<file path="config.mk">
export PLATFORM = sky130hd
export DESIGN_NAME = s_cntr_down
export DESIGN_NICKNAME = d
export VERILOG_FILES = /design/src/rtl/s_cntr_down.sv
export SDC_FILE = /design/constraint.sdc
export NUM_CORES = 1
export LEC_CHECK = 0
export BUFFER_PORTS_ARGS = -buffer_cell sky130_fd_sc_hd__buf_2
export CORE_UTILIZATION = 50
export CTS_CLUSTER_DIAMETER = 150
export CTS_CLUSTER_SIZE = 20
export DETAILED_ROUTE_END_ITERATION = 10
export PLACE_DENSITY = 0.73
export REMOVE_ABC_BUFFERS = 1
export SETUP_SLACK_MARGIN = 0.5
export SLEW_MARGIN = 5
export SYNTH_ARGS = -nofsm -noshare
export SYNTH_HDL_FRONTEND = slang
export SYNTH_SLANG_ARGS = --single-unit
export TNS_END_PERCENT = 20
</file>
<file path="constraint.sdc">
create_clock -name Clk -period 2 [get_ports Clk]
set_input_delay 0.1 -clock Clk [delete_from_list [all_inputs] [get_ports Clk]]
set_output_delay 0.1 -clock Clk [all_outputs]
set_load 0.05 [all_outputs]
</file>
<file path="src/rtl/s_cntr_down.sv">
// s_cntr_down -- loadable, parameterised down-counter / interval timer.
//
// Loads a start value and decrements on each enabled clock while running.
// On the 1->0 step it pulses Tc for one cycle, then either stops in DONE
// (one-shot, Mode=0) or reloads the last loaded value and keeps running
// (auto-reload, Mode=1). Per-cycle priority is Pre > Ld > count.
//
// Optional feature: define CNTR_DOWN_PRESCALE_EN to build a prescaler so
// that only every PRESCALE-th enabled RUN cycle decrements.
//
// Parameters:
//   WIDTH    counter / load width, 2..16
//   PRESCALE enabled-cycle divide ratio, 1..256 (prescaler build only)
// Ports:
//   Clk   rising-edge clock
//   rst   asynchronous active-low reset
//   T     count enable
//   Ld    synchronous load of Din (also captured as the reload value)
//   Din   load value
//   Pre   synchronous preset to all-ones (also captured as reload value)
//   Mode  0 = one-shot, 1 = auto-reload; looked at only on terminal count
//   Out   current count (registered)
//   Tc    one-cycle terminal-count pulse (registered)
//   Busy  state == RUN
//   Done  state == DONE
module s_cntr_down #(
  parameter int WIDTH    = 4,
  parameter int PRESCALE = 4
) (
  input  logic             Clk,
  input  logic             rst,
  input  logic             T,
  input  logic             Ld,
  input  logic [WIDTH-1:0] Din,
  input  logic             Pre,
  input  logic             Mode,
  output logic [WIDTH-1:0] Out,
  output logic             Tc,
  output logic             Busy,
  output logic             Done
);

  typedef enum logic [1:0] {
    ST_IDLE = 2'd0,
    ST_RUN  = 2'd1,
    ST_DONE = 2'd2
  } state_e;

  // Elaboration-time guard on the legal parameter ranges.
  if (WIDTH < 2 || WIDTH > 16 || PRESCALE < 1 || PRESCALE > 256) begin : g_param_chk
    $error("s_cntr_down: parameter out of range");
  end

  state_e           st_q, st_d;
  logic [WIDTH-1:0] out_q, out_d;
  logic [WIDTH-1:0] rld_q, rld_d;
  logic             tc_q, tc_d;
  logic             step;   // this cycle counts as one decrement/terminal step

`ifdef CNTR_DOWN_PRESCALE_EN
  localparam int PS_W = (PRESCALE > 1) ? $clog2(PRESCALE) : 1;
  logic [PS_W-1:0] ps_q, ps_d;
  logic            ps_tick;

  // Counts enabled RUN cycles 0..PRESCALE-1; the last one is the step.
  // Wrapping to 0 on the step also covers the clear on a terminal event.
  assign ps_tick = (ps_q == PS_W'(PRESCALE - 1));
  assign step    = (st_q == ST_RUN) && T && ps_tick;

  always_comb begin
    ps_d = ps_q;
    if (Pre || Ld)
      ps_d = '0;
    else if (st_q == ST_RUN && T)
      ps_d = ps_tick ? '0 : ps_q + 1'b1;
  end

  always_ff @(posedge Clk or negedge rst) begin
    if (!rst) ps_q <= '0;
    else      ps_q <= ps_d;
  end
`else
  assign step = (st_q == ST_RUN) && T;
`endif

  always_comb begin
    st_d  = st_q;
    out_d = out_q;
    rld_d = rld_q;
    tc_d  = 1'b0;
    if (Pre) begin
      out_d = '1;
      rld_d = '1;
      st_d  = ST_RUN;
    end else if (Ld) begin
      // A zero load has nothing to count: park in IDLE without a Tc.
      out_d = Din;
      rld_d = Din;
      st_d  = (Din != '0) ? ST_RUN : ST_IDLE;
    end else if (step) begin
      if (out_q == WIDTH'(1)) begin
        tc_d = 1'b1;
        if (Mode) begin
          out_d = rld_q;
        end else begin
          out_d = '0;
          st_d  = ST_DONE;
        end
      end else if (out_q != '0) begin
        // RUN with zero is unreachable; the guard just keeps it from wrapping.
        out_d = out_q - 1'b1;
      end
    end
  end

  always_ff @(posedge Clk or negedge rst) begin
    if (!rst) begin
      st_q  <= ST_IDLE;
      out_q <= '0;
      rld_q <= '0;
      tc_q  <= 1'b0;
    end else begin
      st_q  <= st_d;
      out_q <= out_d;
      rld_q <= rld_d;
      tc_q  <= tc_d;
    end
  end

  assign Out  = out_q;
  assign Tc   = tc_q;
  assign Busy = (st_q == ST_RUN);
  assign Done = (st_q == ST_DONE);

endmodule

</file>
==> impl_metrics.toml <==
[outcome]
status = "finished clean"

[yosys]
async_flop_share_pct = 100
synth_most_common_cell = "dfrtp_1"
synth-seq-area-share_pct = 41.1
ys.flop_type = "dfrtp_1"
ys_top_cells_by_area = "dfrtp_1, ha_1, o41ai_4"
avgSynthCellArea_um2 = 9.84
yosys.area.top_type = "dfrtp_1"
netlist-cell-type-count = 29
syn_inst = 68
synth_edf_count = 0
netlist.area_leader.share_pct = 41.1
synth-seq-cells = 11
ys_warn_count = 0
syn-cell-area_um2 = 669
synth_common_cells = "dfrtp_1, nor2_1, inv_1"

[finish]
insertedDiodeCount = 0
nFillCells = 86
fin_nets = 105
final-seq-area_um2 = 277
drive_above_1_share_pct = 39.6
multi_input_area_um2 = 378
area_growth_pct = 27.9

[global_route]
grt_max_degree = 18
grt_pass1_vias = 580
grt_usage_pct = 27.7
grt_first_pass_wirelength_um = 2670
gr-total-overflow = 0
antenna_found_initial = 0

[routing]
route.detailed.drc = 0
wl_per_cell_um = 15.2
viasPerCell = 5.84
dr.first_iter.drc_count = 41
wirelength_um = 1590
vias = 613
ant_nets = 0
dr.pass1.iters = 4

[sta]
report.final.slew_viol_count = 0
finClkSkew_ns = 0.00517
rsz0062_at_grt = "true"
worst_pin_slew_ns = 0.382
setup_tns_ns = 0
setup_viol = 0
period_minus_slack_ns = 1.57
slew_headroom_pct = 74.5
hold_slack_ns = 0.0776
period_share_pct = 78.7
max_freq_mhz = 635
hold_viol = 0

[flow_run]
maxCapViolations = 0

[floorplanning]
rows = 12
die_h_um = 38.6
fp.dieW_um = 38.6
coreArea_um2 = 1170
start_util_pct = 57.2
die-area_um2 = 1490
ios = 17

[power]
total_leakage_power_nw = 0.393
peakVddDrop_mv = 0.459
p_per_area_nw_per_um2 = 634

[placed_design]
dp_hpwl_um = 1050
gp_congestion = 0.795
port_buffers = 16

[worst_setup_path]
crit_type = "reg -> reg"
start_kind = "flip-flop"
cp_data_arrival_time_ns = 1.77
worstSetupEndpointType = "flip-flop"
worst_ep_required_time_ns = 2.20
crit_fanout = 4

[clock_network]
root_buffer = "clkbuf_4"
clock_sinks = 11
cts_buffer_depth = 2
cts-buffers-inserted = 3
path_clk_slew_ns = 0.07
cts_tree = "yes"
h-tree-depth = 1
insertion_delay_ns = 0.27

[hold_path]
worstHoldPathType = "in -> reg"
[through the flow]
step / instances / util [%] / instance area (um2) / worst slack, ns / power [mW]
2_1_floorplan: 64 / - / 651 / 0.188 / 0.330
3_3_place_gp: 94 / 63.9 / 748 / 0.410 / 0.368
3_5_place_dp: 94 / 63.9 / 748 / 0.220 / 0.371
4_1_cts: 105 / 73.1 / 856 / 0.437 / 0.541
5_1_grt: 105 / 73.1 / 856 / 0.330 / 0.568
6_report: 105 / 73.1 / 856 / 0.426 / 0.543
[critical path: stages, from the launching register on]
cell and delay [ns]:
dfrtp_1 0.42, inv_2 0.12, ha_4 0.17, nor3b_4 0.24, buf_4 0.17, and3_1 0.16, o21ai_1 0.06, a31oi_1 0.15
[layout by cell type (no fill, tap or decap), types with 2 or more instances in the layout]
master / synthesis / layout
a21oi_1: 4 / 4
a311oi_1: 2 / 2
a31oi_1: 2 / 2
buf_2: 0 / 16
buf_4: 1 / 6
clkbuf_4: 0 / 3
dfrtp_1: 11 / 10
ha_4: 0 / 2
inv_1: 6 / 3
inv_2: 0 / 3
nand2_1: 3 / 3
nor2_1: 7 / 7
nor2b_1: 3 / 3
nor3_1: 2 / 2
o21ai_0: 3 / 3
o21ai_1: 2 / 2
o31ai_1: 2 / 2
[cells by family after synthesis]
| group | Yosys count | synth area share [%] |
|---|---|---|
| compound gates | 21 | 25.8 |
| mux | 1 | 1.68 |
| xor+xnor | 1 | 1.31 |
| flops | 11 | 41.1 |
| simple gates | 21 | 18.3 |
| fa+ha+maj | 3 | 5.61 |
| buf+inv | 10 | 6.17 |
[path summary, 6_finish.rpt]
kind | start | end | slack, ns | cells past startpoint
max | Out[1]$_DFFE_PN0P_ | Out[2]$_DFFE_PN0P_ | 0.43 | 7
min | Din[2] | rld_q[2]$_DFFE_PN0N_ | 0.08 | 2
max reg2reg | Out[1]$_DFFE_PN0P_ | Out[2]$_DFFE_PN0P_ | 0.43 | 7
min reg2reg | rld_q[3]$_DFFE_PN0N_ | rld_q[3]$_DFFE_PN0N_ | 0.54 | 2
max in group asynchronous | rst | Out[0]$_DFFE_PN0P_ | 1.54 | 2
min in group asynchronous | rst | st_q[0]$_DFFE_PN0P_ | 0.24 | 2
[sequential cells by signal, summed over array words and instances, names as in the netlist]
register,cells
Tc,1
st_q,2
rld_q,4
Out,4
[per-layer routing]
metal / wire, um / global-route usage [%] / part of all wire, %
met1: 692 / 34.8 / 43
met4: 34 / 13.8 / 2.1
met5: 0 / 0 / 0
met3: 78 / 6.36 / 4.9
met2: 787 / 44.2 / 49
[layout make-up]
cell class	count	area share, %
well taps	14	2.05
repair buffers	23	15.8
multi-input cells	47	44.2
clock buffers	4	3.07
inverters	6	2.63
flip-flops and latches	11	32.3
[report_power, final]
part / internal [mW] / switching (mW) / total (mW)
sequential: 0.235 / 0.0188 / 0.254
combinational: 0.0531 / 0.0832 / 0.136
clock: 0.0773 / 0.0751 / 0.152
[repair_timing]
item                                   4_1_cts  5_1_grt
setup endpoints to repair                    7        7
pin swaps                                    3        1
hold buffers                                 1        0
buffers inserted                             6        0
resized for setup                            8        0
endpoints found under the hold margin       11        0
Note: power is estimated with default switching activity, not from simulation.
